$ cat src/rtl/jtag_gpios_pkg.sv
// Shared types and constants for the jtag_gpios scan-chain sequencer.
// State encoding, register-select codes and the shift counter width helper.
package jtag_gpios_pkg;

    typedef enum logic [2:0] {
        IDLE,
        SEL,
        CAP,
        SHIFT,
        UPD,
        RESP
    } state_t;

    localparam logic SEL_CONFIG = 1'b0;
    localparam logic SEL_DATA   = 1'b1;

    // Counter must reach NR_GPIOS (the write-enable bit position).
    function automatic int cnt_width(input int n);
        return (n < 1) ? 1 : $clog2(n + 1);
    endfunction

endpackage

$ cat src/rtl/jtag_gpios_seq_if.sv
// Request/response handshake plus scan-chain strobes of the sequencer.
// master = system side and chain model, slave = sequencer.
interface jtag_gpios_seq_if #(
    parameter int NR_GPIOS = 1
);
    logic                req_valid;
    logic                req_ready;
    logic                req_sel;
    logic                req_write;
    logic [NR_GPIOS-1:0] req_wdata;
    logic                rsp_valid;
    logic [NR_GPIOS-1:0] rsp_rdata;
    logic                scan_n_ir;
    logic                extest_ir;
    logic                capture_dr;
    logic                shift_dr;
    logic                update_dr;
    logic                tdi;
    logic                gpios_tdo;

    modport master (
        output req_valid, req_sel, req_write, req_wdata, gpios_tdo,
        input  req_ready, rsp_valid, rsp_rdata,
        input  scan_n_ir, extest_ir, capture_dr, shift_dr, update_dr, tdi
    );

    modport slave (
        input  req_valid, req_sel, req_write, req_wdata, gpios_tdo,
        output req_ready, rsp_valid, rsp_rdata,
        output scan_n_ir, extest_ir, capture_dr, shift_dr, update_dr, tdi
    );
endinterface

$ cat src/rtl/jtag_gpios_seq.sv
// Local sequencer driving the jtag_gpios chain from register requests.
// Optional macro JTAG_GPIOS_SEQ_SEL_CACHE_EN skips SEL on a repeated select.
module jtag_gpios_seq
    import jtag_gpios_pkg::*;
#(
    parameter int NR_GPIOS = 1
) (
    input  logic             tck,
    input  logic             reset,
    jtag_gpios_seq_if.slave  bus
);

    localparam int            CW   = cnt_width(NR_GPIOS);
    localparam logic [CW-1:0] LAST = CW'(NR_GPIOS);

    state_t              r_state;
    state_t              w_next;
    logic                r_sel;
    logic                r_write;
    logic [NR_GPIOS-1:0] r_wdata;
    logic [NR_GPIOS-1:0] r_shreg;
    logic [NR_GPIOS-1:0] r_rdata;
    logic [CW-1:0]       r_cnt;
    logic                w_accept;
    logic                w_skip_sel;
    logic [NR_GPIOS:0]   w_chain;
    logic [NR_GPIOS-1:0] w_shnext;

    assign w_accept = bus.req_valid && (r_state == IDLE);
    assign w_chain  = {r_write, r_wdata};
    assign bus.rsp_rdata = r_rdata;

`ifdef JTAG_GPIOS_SEQ_SEL_CACHE_EN
    logic r_cvalid;
    logic r_csel;

    // Remember the last select shifted into the chain's IR mux
    always_ff @(posedge tck) begin
        if (reset) begin
            r_cvalid <= 1'b0;
            r_csel   <= 1'b0;
        end else if (r_state == SEL) begin
            r_cvalid <= 1'b1;
            r_csel   <= r_sel;
        end
    end

    assign w_skip_sel = r_cvalid && (r_csel == bus.req_sel);
`else
    assign w_skip_sel = 1'b0;
`endif

    // Incoming tdo enters at the MSB so bit k ends up holding sample k
    always_comb begin
        w_shnext = r_shreg >> 1;
        w_shnext[NR_GPIOS-1] = bus.gpios_tdo;
    end

    // State register
    always_ff @(posedge tck) begin
        if (reset) begin
            r_state <= IDLE;
        end else begin
            r_state <= w_next;
        end
    end

    // Request latch, bit counter, deserialiser and response word
    always_ff @(posedge tck) begin
        if (reset) begin
            r_sel   <= 1'b0;
            r_write <= 1'b0;
            r_wdata <= '0;
            r_cnt   <= '0;
            r_shreg <= '0;
            r_rdata <= '0;
        end else begin
            if (w_accept) begin
                r_sel   <= bus.req_sel;
                r_write <= bus.req_write;
                r_wdata <= bus.req_wdata;
            end
            if (r_state == CAP) begin
                r_cnt <= '0;
            end
            if (r_state == SHIFT) begin
                r_cnt <= r_cnt + CW'(1);
                if (r_cnt != LAST) begin
                    r_shreg <= w_shnext;
                end
            end
            if (r_state == UPD) begin
                r_rdata <= r_shreg;
            end
        end
    end

    // Next state and Moore-decoded strobes
    always_comb begin
        w_next         = r_state;
        bus.req_ready  = 1'b0;
        bus.rsp_valid  = 1'b0;
        bus.scan_n_ir  = 1'b0;
        bus.extest_ir  = 1'b0;
        bus.capture_dr = 1'b0;
        bus.shift_dr   = 1'b0;
        bus.update_dr  = 1'b0;
        bus.tdi        = 1'b0;
        unique case (r_state)
            IDLE: begin
                bus.req_ready = 1'b1;
                if (bus.req_valid) begin
                    w_next = w_skip_sel ? CAP : SEL;
                end
            end
            SEL: begin
                bus.scan_n_ir = 1'b1;
                bus.shift_dr  = 1'b1;
                bus.tdi       = r_sel;
                w_next        = CAP;
            end
            CAP: begin
                bus.extest_ir  = 1'b1;
                bus.capture_dr = 1'b1;
                w_next         = SHIFT;
            end
            SHIFT: begin
                bus.extest_ir = 1'b1;
                bus.shift_dr  = 1'b1;
                bus.tdi       = w_chain[r_cnt];
                if (r_cnt == LAST) begin
                    w_next = UPD;
                end
            end
            UPD: begin
                bus.extest_ir = 1'b1;
                bus.update_dr = 1'b1;
                w_next        = RESP;
            end
            RESP: begin
                bus.rsp_valid = 1'b1;
                w_next        = IDLE;
            end
            default: begin
                w_next = IDLE;
            end
        endcase
    end

endmodule
$ cat src/flat_wrapper.sv
// flat-port wrapper written by rule: the top's interface ports become plain ports
module jtag_gpios_seq_flat import jtag_gpios_pkg::*;
#(
    parameter int NR_GPIOS = 1
)
  (tck, reset, bus_req_valid, bus_req_sel, bus_req_write, bus_req_wdata, bus_gpios_tdo, bus_req_ready, bus_rsp_valid, bus_rsp_rdata, bus_scan_n_ir, bus_extest_ir, bus_capture_dr, bus_shift_dr, bus_update_dr, bus_tdi);
  jtag_gpios_seq_if #(.NR_GPIOS(NR_GPIOS)) bus_i ();
  input  logic tck;
  input  logic reset;
  input wire logic [$bits(bus_i.req_valid)-1:0] bus_req_valid;
  input wire logic [$bits(bus_i.req_sel)-1:0] bus_req_sel;
  input wire logic [$bits(bus_i.req_write)-1:0] bus_req_write;
  input wire logic [$bits(bus_i.req_wdata)-1:0] bus_req_wdata;
  input wire logic [$bits(bus_i.gpios_tdo)-1:0] bus_gpios_tdo;
  output wire logic [$bits(bus_i.req_ready)-1:0] bus_req_ready;
  output wire logic [$bits(bus_i.rsp_valid)-1:0] bus_rsp_valid;
  output wire logic [$bits(bus_i.rsp_rdata)-1:0] bus_rsp_rdata;
  output wire logic [$bits(bus_i.scan_n_ir)-1:0] bus_scan_n_ir;
  output wire logic [$bits(bus_i.extest_ir)-1:0] bus_extest_ir;
  output wire logic [$bits(bus_i.capture_dr)-1:0] bus_capture_dr;
  output wire logic [$bits(bus_i.shift_dr)-1:0] bus_shift_dr;
  output wire logic [$bits(bus_i.update_dr)-1:0] bus_update_dr;
  output wire logic [$bits(bus_i.tdi)-1:0] bus_tdi;
  assign bus_i.req_valid = bus_req_valid;
  assign bus_i.req_sel = bus_req_sel;
  assign bus_i.req_write = bus_req_write;
  assign bus_i.req_wdata = bus_req_wdata;
  assign bus_i.gpios_tdo = bus_gpios_tdo;
  assign bus_req_ready = bus_i.req_ready;
  assign bus_rsp_valid = bus_i.rsp_valid;
  assign bus_rsp_rdata = bus_i.rsp_rdata;
  assign bus_scan_n_ir = bus_i.scan_n_ir;
  assign bus_extest_ir = bus_i.extest_ir;
  assign bus_capture_dr = bus_i.capture_dr;
  assign bus_shift_dr = bus_i.shift_dr;
  assign bus_update_dr = bus_i.update_dr;
  assign bus_tdi = bus_i.tdi;
  jtag_gpios_seq #(.NR_GPIOS(NR_GPIOS)) u_core (.tck(tck), .reset(reset), .bus(bus_i));
endmodule
$ cat config.mk
export PLATFORM = sky130hd
export DESIGN_NAME = jtag_gpios_seq_flat
export DESIGN_NICKNAME = d
export VERILOG_FILES = /design/src/rtl/jtag_gpios_pkg.sv /design/src/rtl/jtag_gpios_seq_if.sv /design/src/rtl/jtag_gpios_seq.sv /design/src/flat_wrapper.sv
export SDC_FILE = /design/constraint.sdc
export NUM_CORES = 1
export LEC_CHECK = 0
export CAP_MARGIN = 10
export CELL_PAD_IN_SITES_DETAIL_PLACEMENT = 1
export CELL_PAD_IN_SITES_GLOBAL_PLACEMENT = 2
export CORE_AREA = 3 3 48 50
export DETAILED_ROUTE_END_ITERATION = 12
export DIE_AREA = 0 0 51 53
export GPL_TIMING_DRIVEN = 1
export PLACE_DENSITY = 0.81
export SLEW_MARGIN = 20
export SYNTH_ARGS = -nofsm -noshare
export SYNTH_HDL_FRONTEND = slang
export SYNTH_SLANG_ARGS = --single-unit
$ cat constraint.sdc
create_clock -name tck -period 1.3 [get_ports tck]
set_input_delay 0.13 -clock tck [delete_from_list [all_inputs] [get_ports tck]]
set_output_delay 0.13 -clock tck [all_outputs]
set_load 0.01 [all_outputs]
==> results.md, run 1 <==
* Status: finished with violations
* Failing checks: setup timing
* Drt wl/cell at 12.6 um
* YS warnings at 0
* Worst-Margin Slew at approximately 370 ps
* Clock skew at 0.425 ps
* Clk slew on worst S/H paths at around 60 ps
* Critical path type: flip-flop to flip-flop
* Fillers at 242
* Vias in the first global route at 522
* Leak at between 0.0003 and 0.0004 uW
* Post-route DRC at 0
* Worst hold stages at 3
* Met3 Resource Use GR at 3.10%
* Reg2Reg Depth at 5
* Slew Limit Fails at 0
* CP Capture Type: flip-flop
* Reg2Reg Capture Point: u_core.r_wdata
* Total congestion overflow at 0
* Sequential cell area at around 190 um2
* Buffers & Inverters on Critical Path at 2
* IO Count at 16
* Comb pwr share at 31.4%
* Switching share of power at 27.5%
* Post-Syn Area at 469 um2
* ANT nets after route at 0
* Port bufs at 15
* Die width at 51 um
* Most frequent cells in the layout: 13 x buf_4, 9 x nor2_1, 8 x buf_2
* Seq/Total Area, Yosys at between 30% and 40%
* Antenna cells at 0
* WP data required at 1440 ps
* Met1 Use GR at 12.0%
* Via Count at about 480
* RSZ-0062 raised after global routing: true
* DP Worst Slack at -256 ps
* Grt peak-use layer: met2
* Cell accounting for the most synthesized area: dfxtp_1
* Sw Pwr at 206 uW
* CP Launch Type: flip-flop
* Int Power at around 540 uW
* CP Cell Sequence: buf_6 -> buf_6 -> nor4b_4 -> mux2i_1 -> nor2_1
* Setup_tns at -264 ps
* Final setup margin at -76.8 ps
* Core Area at 1940 um2
* Largest net degree at the start of global routing at 10
* R2r startpoint: u_core.r_state[1]
* Number of clock sinks at 9
* Worst Path Arrival at 1510 ps
* Drt via density at 4.44
* Syn_nets at 54
* H-tree Lvls at 1
* Post-route clock period utilization at 106%
* Bufs on Longest Clock Path at 2
* Cells after DPL at 96
* Setup violators final at 7
* Reg-to-reg slack, setup at -80 ps
* Max_slew headroom at about 75%
* Critical Path Most Common Cell: buf_6
* Routability cong. at 0.763
* CTS tree: done
* Num CTS Buffers at 3
* Top cell type's share of synthesized area at 38.4%
* Fmax at 726 MHz
* Met2 usage at 20.2%
* Core Rows at 16
* Hold buffer count at CTS at 0
* Initial core utilization at 24.2%
* PwrDens at 938 nW/um2
* Commonest non-fill, non-tap cell in the layout: buf_4
* Max-cap check violation count at 0
* Clock Power Share at between 20% and 30%
* Worst-path maximum fanout at 3
* Iter 0 DRT Violations at 1
* CP max stage cell: nor4b_4
* Syn_area_per_cell at 9.98 um2
* Post-DP HPWL at 955 um
* Synthesis-stage register bit count at 9
* Post-Route Utilization at 41.1%
* Clk_lat worst skew at roughly 250 ps
* Layout Area Growth over Synthesis at 70.1%
* WHS Endpoint: u_core.r_sel
* Top cell family by delay on the critical path: simple AND/OR/NAND/NOR gates
* Pre-Repair DR Iteration Count at 4
* Multi-input logic area at 285 um2
* Sequential share of power at between 40% and 50%
* Die Ht at 53 um
* Overall Global Routing Usage at 11.4%
* Library cells used by synthesis at 20
* Detailed-route wire length at around 1400 um
* Initial antenna violation count at 0
* Non-Filler Instances at between 100 and 150
* Share of cells above drive strength 1 at 51.2%
* CTS Root Buffer Type: clkbuf_4
* Final nets at 88
* First-pass GRT wire length at 2210 um
* Tmin final at roughly 1400 ps
* VDD IR-drop max at 0.679 mV
* Synth area leaders: dfxtp_1 38%, mux2i_1 13%, nor2_1 7.2%, nor4b_4 5.1%, buf_6 4.8%
* Mapped Cells at 47
* Worst hold path class: input port to flip-flop
* Count of final hold-check violations at 0
* Hold Slack at 500 ps
* CP max stage delay at between 300 and 400 ps
* Die area at 2700 um2
* Hold path start: bus_req_sel
## how the worst max path moves through the flow
stage	endpoint	slack [ps]	startpoint	depth (start not counted)
2_1_floorplan	bus_tdi	90	u_core.r_state[0]	4
3_3_place_gp	bus_tdi	-200	u_core.r_state[2]	4
3_5_place_dp	u_core.r_wdata	-260	u_core.r_state[1]	5
4_1_cts	u_core.r_wdata	-100	u_core.r_state[1]	5
5_1_grt	u_core.r_wdata	-150	u_core.r_state[1]	5
6_report	u_core.r_wdata	-80	u_core.r_state[1]	5
## layout make-up
| cell class | count | share of cell area [%] |
|---|---|---|
| Multi-Input combinational cell | 34 | 35.7 |
| Timing Repair Buffer | 33 | 33.1 |
| Sequential cell | 9 | 23.7 |
| Tap cell | 27 | 4.23 |
| Clock buffer | 4 | 3.29 |
## power groups by stage
| stage | Combinational (uW) | Clock (uW) | Sequential (uW) |
|---|---|---|---|
| after detailed placement | 199 | 0 | 314 |
| after CTS | 215 | 225 | 303 |
| after global placement | 196 | 0 | 312 |
| after global routing | 257 | 243 | 306 |
| final | 235 | 210 | 303 |
| after floorplan | 95.6 | 0 | 315 |
## kinds of logic (layout without fill, tap and decap cells)
family / after synthesis / in the layout / synth area share (%)
DFF: 9 / 9 / 38.4
muxes: 6 / 6 / 12.8
and+or+nand+nor: 22 / 22 / 32.8
AOI/OAI and AO/OA: 6 / 6 / 8.80
buffers and inverters: 4 / 37 / 7.20
## routing by layer
layer | wire [um] | share of wire, %
met5 | 0 | 0
met4 | 9 | 0.67
met2 | 688 | 51
met3 | 81 | 6.0
met1 | 570 | 42
## synthesized netlist by cell type
library cell and n:
buf_1 1, or3_1 1, buf_6 2, nor3_1 2, o21ai_0 2, nand3_1 1
nor3b_4 1, buf_4 1, mux2i_1 6, a31oi_1 1, and4bb_1 1, a21oi_1 2
nor3b_1 1, and3b_1 1, nor4b_4 1, nor2_1 9, dfxtp_1 9, nand2b_1 2
a221oi_2 1, and2b_1 2
## per-stage QoR
step | cell area [um2] | power [uW]
final | 798 | 749
after global routing | 798 | 806
after CTS | 762 | 742
after detailed placement | 702 | 513
after global placement | 702 | 508
after floorplan | 469 | 410
## sequential cells by signal, summed over array words and instances (netlist names)
register and flops:
u_core.r_state 3, u_core.bus.rsp_rdata 1, u_core.r_cnt 1, u_core.r_shreg 1, u_core.r_write 1, u_core.r_wdata 1, u_core.r_sel 1
## what timing repair did
action | 4_1_cts | 5_1_grt
gates resized for setup | 41 | 8
pin swaps | 3 | 6
setup buffers | 4 | 3
endpoints found under the setup margin | 12 | 11
cloned | 0 | 0
## tightest hold or removal path, delay by kind of cell
kind,cells,cell delay (ps)
buf+inv,1,390
mux,1,120
simple gates,1,60
No activity file was read; power rests on OpenSTA's default activity.
==> inputs of run 2 (changes only) <==
- CORE_AREA: 3 3 48 50 -> 3 3 46 48
- DIE_AREA: 0 0 51 53 -> 0 0 49 51
- PLACE_DENSITY: 0.81 -> 0.87
- SETUP_SLACK_MARGIN: not set -> 0.3
- clock period: 1.3 -> 1.72 ns (I/O delays scaled with it)
==> run 2 against run 1 <==
  * The run now ends clean
  * Non-clock buffer count is 10 lower
  * Combinational power is 52% lower
  * Die area is 7.5% lower
  * Worst setup slack better by 440 ps
  * Cell count is 11% lower
  * Sequential cell count stayed put
==> results.md, run 2 (same netlist as run 1, synthesis figures left out) <==
* RSZ-0062 raised after global routing: true
* Via Count at 415
* Count of final hold-check violations at 0
* Clock Power Share at 31.5%
* Port bufs at 15
* Crit path depth at 3
* Tmin final at 1360 ps
* ANT nets after route at 0
* Status: finished clean
* Reg-to-reg slack, setup at 400 ps
* Initial antenna violation count at 0
* Fmax at 736 MHz
* Worst Path Arrival at 1190 ps
* Worst-Margin Slew at about 340 ps
* PwrDens at 736 nW/um2
* Sw Pwr at 138 uW
* CP Capture Type: primary output
* Iter 0 DRT Violations at 3
* Clk slew on worst S/H paths at approximately 60 ps
* Total congestion overflow at 0
* Dpl cell area at ~650 um2
* Clock skew at 1.49 ps
* Setup crit start: u_core.r_state[2]
* CP Launch Type: flip-flop
* Core Rows at 15
* CP max stage cell: dfxtp_4
* CTS Root Buffer Type: clkbuf_4
* Int Power at between 300 and 400 uW
* Number of clock sinks at 9
* WP data required at 1550 ps
* Reg2Reg Capture Point: u_core.r_sel
* Sequential cell area at 193 um2
* Bufs on Longest Clock Path at 2
* Overall Global Routing Usage at about 10%
* Largest net degree at the start of global routing at 10
* Comb pwr share at 21.9%
* Fillers at 211
* Buffers & Inverters on Critical Path at 2
* Finished Cell Area at 691 um2
* VDD IR-drop max at 0.419 mV
* Worst-path maximum fanout at 7
* Antenna cells at 0
* Post-route clock period utilization at 78.9%
* Largest register by flop count: u_core.r_state
* Pre-Repair DR Iteration Count at 2
* Most frequent cells in the layout: 9 x nor2_1, 8 x buf_4, 7 x clkdlybuf4s50_1
* Setup_tns at 0 ps
* Num CTS Buffers at 3
* Sequential share of power at a little under half
* Share of cells above drive strength 1 at 31.4%
* Post-route DRC at 0
* Post-Route Utilization at 39.6%
* Top cell family by delay on the critical path: buffers and inverters
* Max-cap check violation count at 0
* Die width at 49 um
* R2r startpoint: u_core.r_state[1]
* Critical path type: flip-flop to primary output
* Detailed-route wire length at between 1000 and 1500 um
* Max_slew headroom at 77.0%
* Die area at 2500 um2
* Final nets at 78
* Switching share of power at between 20 and 30%
* Critical path capture point: bus_rsp_valid
* Core Area at roughly 1700 um2
* Clk_lat worst skew at 250 ps
* Setup violators final at 0
* IO Count at 16
* Vias in the first global route at 425
* First-pass GRT wire length at 1860 um
* Layout Area Growth over Synthesis at 47.2%
* Die Ht at 51 um
* Post-DP HPWL at between 700 and 800 um
* Drt wl/cell at 11.1 um
* Routability cong. at 0.716
* Multi-input logic area at 255 um2
* Drt via density at 4.37
* CTS tree: done
* Reg2Reg Depth at 4
* Worst hold path class: flip-flop to flip-flop
* Initial core utilization at roughly 27%
* Max reg flops at 3
* Slew Limit Fails at 0
* Hold Slack at 493 ps
* Leak at 0.000305 uW
* CP Cell Sequence: buf_4 -> and3b_1 -> dlygate4sd2_1
* Commonest non-fill, non-tap cell in the layout: nor2_1
* H-tree Lvls at 1
* CP max stage delay at 350 ps
run 2: cell types whose count changed in the layout (fill, tap and decap cells not counted), sizes merged:
cell / change
dlygate4sd2: +4
buf: -17
clkbuf: +3
run 2: final cells by class:
class | instances | area share, %
multi-input cells | 34 | 37.0
flip-flops and latches | 9 | 27.9
repair buffers | 23 | 26.8
well taps | 25 | 4.53
clock buffers | 4 | 3.80
run 2: tightest hold or removal path: cells and delay by family (launching register included):
family | cells | cell delay [ps]
flops | 1 | 320
simple gates | 1 | 70
mux | 1 | 60
run 2: through the flow:
stage / total power, uW / std cells / setup WS, ps
5_1_grt: 553 / 95 / 286
3_5_place_dp: 368 / 88 / 157
6_report: 509 / 95 / 362
3_3_place_gp: 367 / 88 / 182
4_1_cts: 523 / 95 / 248
2_1_floorplan: 310 / 47 / 464
run 2: how the worst min path moves through the flow:
stage                   start                end  slack [ps]  cells after the start
2_1_floorplan     bus_req_sel       u_core.r_sel         320                      2
3_3_place_gp     u_core.r_sel       u_core.r_sel         470                      2
3_5_place_dp   u_core.r_wdata     u_core.r_wdata         490                      2
4_1_cts        u_core.r_wdata     u_core.r_wdata         500                      2
5_1_grt          u_core.r_cnt  u_core.r_state[0]         530                      1
6_report       u_core.r_wdata     u_core.r_wdata         490                      2
run 2: power groups by stage:
stage	Clock (uW)	Combinational (uW)	Sequential, uW
detailed placement	0	127	242
global placement	0	125	241
global route	188	125	240
finish	160	112	237
CTS	171	116	236
floorplan	0	72.3	238
run 2: repair_timing:
action,4_1_cts,5_1_grt
pin swaps,1,0
gates resized for setup,17,7
setup buffers,3,0
setup endpoints to repair,8,3
hold buffers,0,0
run 2: layer usage:
layer / vias to the layer above / GRT usage, % / wire length [um]
li1: 211 / - / -
met4: 0 / 7.11 / 33
met5: - / 0 / 0
met2: 14 / 16.1 / 467
met1: 185 / 11.1 / 496
met3: 5 / 3.21 / 57
==> inputs of run 3 (changes only) <==
- CORE_AREA: 3 3 46 48 -> 3 3 48 50
- DIE_AREA: 0 0 49 51 -> 0 0 51 53
- PLACE_DENSITY: 0.87 -> 0.81
- clock period: 1.72 -> 1.3 ns (I/O delays scaled with it)
==> run 3 against run 2 <==
  * The run now ends with setup timing left
  * Utilization is 6.3 points higher
  * Sequential power is 29% higher
  * Hold slack worse by 10 ps
  * Sequential share of layout area is 6.4 points lower
  * Cell count is 18% higher
  * Global-route usage is 3.3 points higher
  * Routed wire length is 39% higher
  * Cell area is 29% higher
  * Critical path type is now flip-flop to flip-flop
  * Critical endpoint is now u_core.r_write
  * Largest power group unchanged
==> results.md, run 3 (same netlist as run 1, synthesis figures left out) <==
* Count of final hold-check violations at 0
* Initial antenna violation count at 0
* Metal3 WL at 73 um
* First-pass GRT wire length at 2560 um
* Post-DP HPWL at 880 um
* Max reg flops at 3
* CP Capture Type: flip-flop
* Iter 0 DRT Violations at 2
* Clk slew on worst S/H paths at roughly 70 ps
* Pre-Repair DR Iteration Count at 3
* Die Ht at 53 um
* Leak at ~0.00039 uW
* Most frequent cells in the layout: 13 x buf_4, 12 x buf_6, 8 x nor2_1
* Critical path type: flip-flop to flip-flop
* CTS Root Buffer Type: clkbuf_4
* Antenna cells at 0
* VDD IR-drop max at 0.424 mV
* Worst hold stages at 3
* Post-route clock period utilization at 106%
* Tmin final at 1370 ps
* Worst-path maximum fanout at 4
* Port bufs at 15
* Layout Area Growth over Synthesis at 89.9%
* H-tree Lvls at 1
* WL met2 at 714 um
* CTS tree: done
* Hold Slack at 482 ps
* RSZ-0062 raised after global routing: true
* Commonest non-fill, non-tap cell in the layout: buf_4
* WP data required at 1440 ps
* Largest register by flop count: u_core.r_state
* Cells after DPL at 94
* Reg-to-reg slack, setup at -70 ps
* Worst-Margin Slew at 362 ps
* Vias in the first global route at 559
* Final setup margin at -72.4 ps
* Core Rows at 16
* Die width at 51 um
* PwrDens at between 900 and 1000 nW/um2
* CP max stage delay at 360 ps
* Dpl cell area at 696 um2
* IO Count at 16
* Max-cap check violation count at 0
* Num CTS Buffers at 3
* Number of clock sinks at 9
* DR top layer: met4
* Worst Path Arrival at 1510 ps
* Hold path start: bus_gpios_tdo
* Core Area at just under 2000 um2
* Clk_lat worst skew at about 270 ps
* Die area at 2700 um2
* ANT nets after route at 0
* Largest net degree at the start of global routing at 10
* Final nets at 93
* Drt wl/cell at between 10 and 15 um
* Reg2Reg Capture Point: u_core.r_write
* Via Count at 497
* Setup_tns at -332 ps
* Worst hold path class: input port to flip-flop
* CP Launch Type: flip-flop
* Drt via density at about 4.4
* R2r startpoint: u_core.r_state[0]
* Post-Route Utilization at 45.9%
* Initial core utilization at 24.2%
* Max_slew headroom at 75.8%
* Bufs on Longest Clock Path at 2
* Critical Path Most Common Cell: buf_6
* Routability cong. at between 0.7 and 0.8
* Non-Filler Instances at 112
* WHS Endpoint: u_core.r_shreg
* Setup violators final at 8
* Fmax at 729 MHz
* Total congestion overflow at 0
* Slew Limit Fails at 0
* Detailed-route wire length at 1460 um
* Failing checks: setup timing
* Overall Global Routing Usage at 13.2%
* Status: finished with violations
* Finished Cell Area at 891 um2
* Share of cells above drive strength 1 at 57.6%
* CP max stage cell: dfxtp_4
* Clock skew at 7.71 ps
* Reg2Reg Depth at 6
* Post-route DRC at 0
* Met1 Wirelength at 641 um
* CP Cell Sequence: buf_6 -> buf_6 -> nor4b_4 -> buf_4 -> mux2i_1 -> nor2_1
run 3: changes by cell type in the layout (fill, tap and decap cells not counted), sizes merged:
cell / before / now
dlygate4sd2: 4 / 0
clkdlybuf4s50: 7 / 6
buf: 9 / 31
clkbuf: 7 / 4
clkdlybuf4s15: 0 / 1
run 3: final cells by class:
cell class / instances / area [um2]
sequential: 9 / 191
fill: 239 / 1050
tap: 27 / 33.8
clock buffer: 4 / 26.3
multi-input combinational: 34 / 307
timing repair buffer: 38 / 333
run 3: report_power, final:
part	switching [uW]	internal, uW
clock	103	119
sequential	15.4	291
combinational	113	172
total	232	581
run 3: worst max-delay path, delay by kind of cell, from the launching register on:
family / cells / cell delay (ps)
flops: 1 / 360
simple gates: 2 / 300
mux: 1 / 180
buf+inv: 3 / 410
run 3: routing by layer:
layer,GRT usage (%),vias up
met5,0,-
li1,-,243
met1,14.9,232
met3,2.54,5
met4,8.07,0
met2,23.0,17
run 3: stage by stage:
stage               worst slack, ps  power (uW)
finish                        -72.4         813
global route                   -152         858
floorplan                       194         415
detailed placement             -145         506
CTS                           -77.5         805
global placement               -106         503
run 3: timing repair:
item / CTS / global route
endpoints found under the setup margin: 17 / 17
pin swaps: 4 / 5
buffers inserted: 12 / 2
cloned: 0 / 0
hold buffers: 0 / 0
gates resized for setup: 51 / 6
run 3: how the worst max path moves through the flow:
| stage | start | end | slack (ps) | depth (start not counted) |
|---|---|---|---|---|
| 6_report | u_core.r_state[0] | u_core.r_write | -70 | 6 |
| 5_1_grt | u_core.r_state[0] | u_core.r_sel | -150 | 6 |
| 4_1_cts | u_core.r_state[0] | bus_extest_ir | -80 | 4 |
| 3_5_place_dp | u_core.r_state[1] | bus_extest_ir | -150 | 3 |
| 3_3_place_gp | u_core.r_state[1] | bus_extest_ir | -110 | 3 |
| 2_1_floorplan | u_core.r_state[2] | u_core.r_state[0] | 190 | 4 |
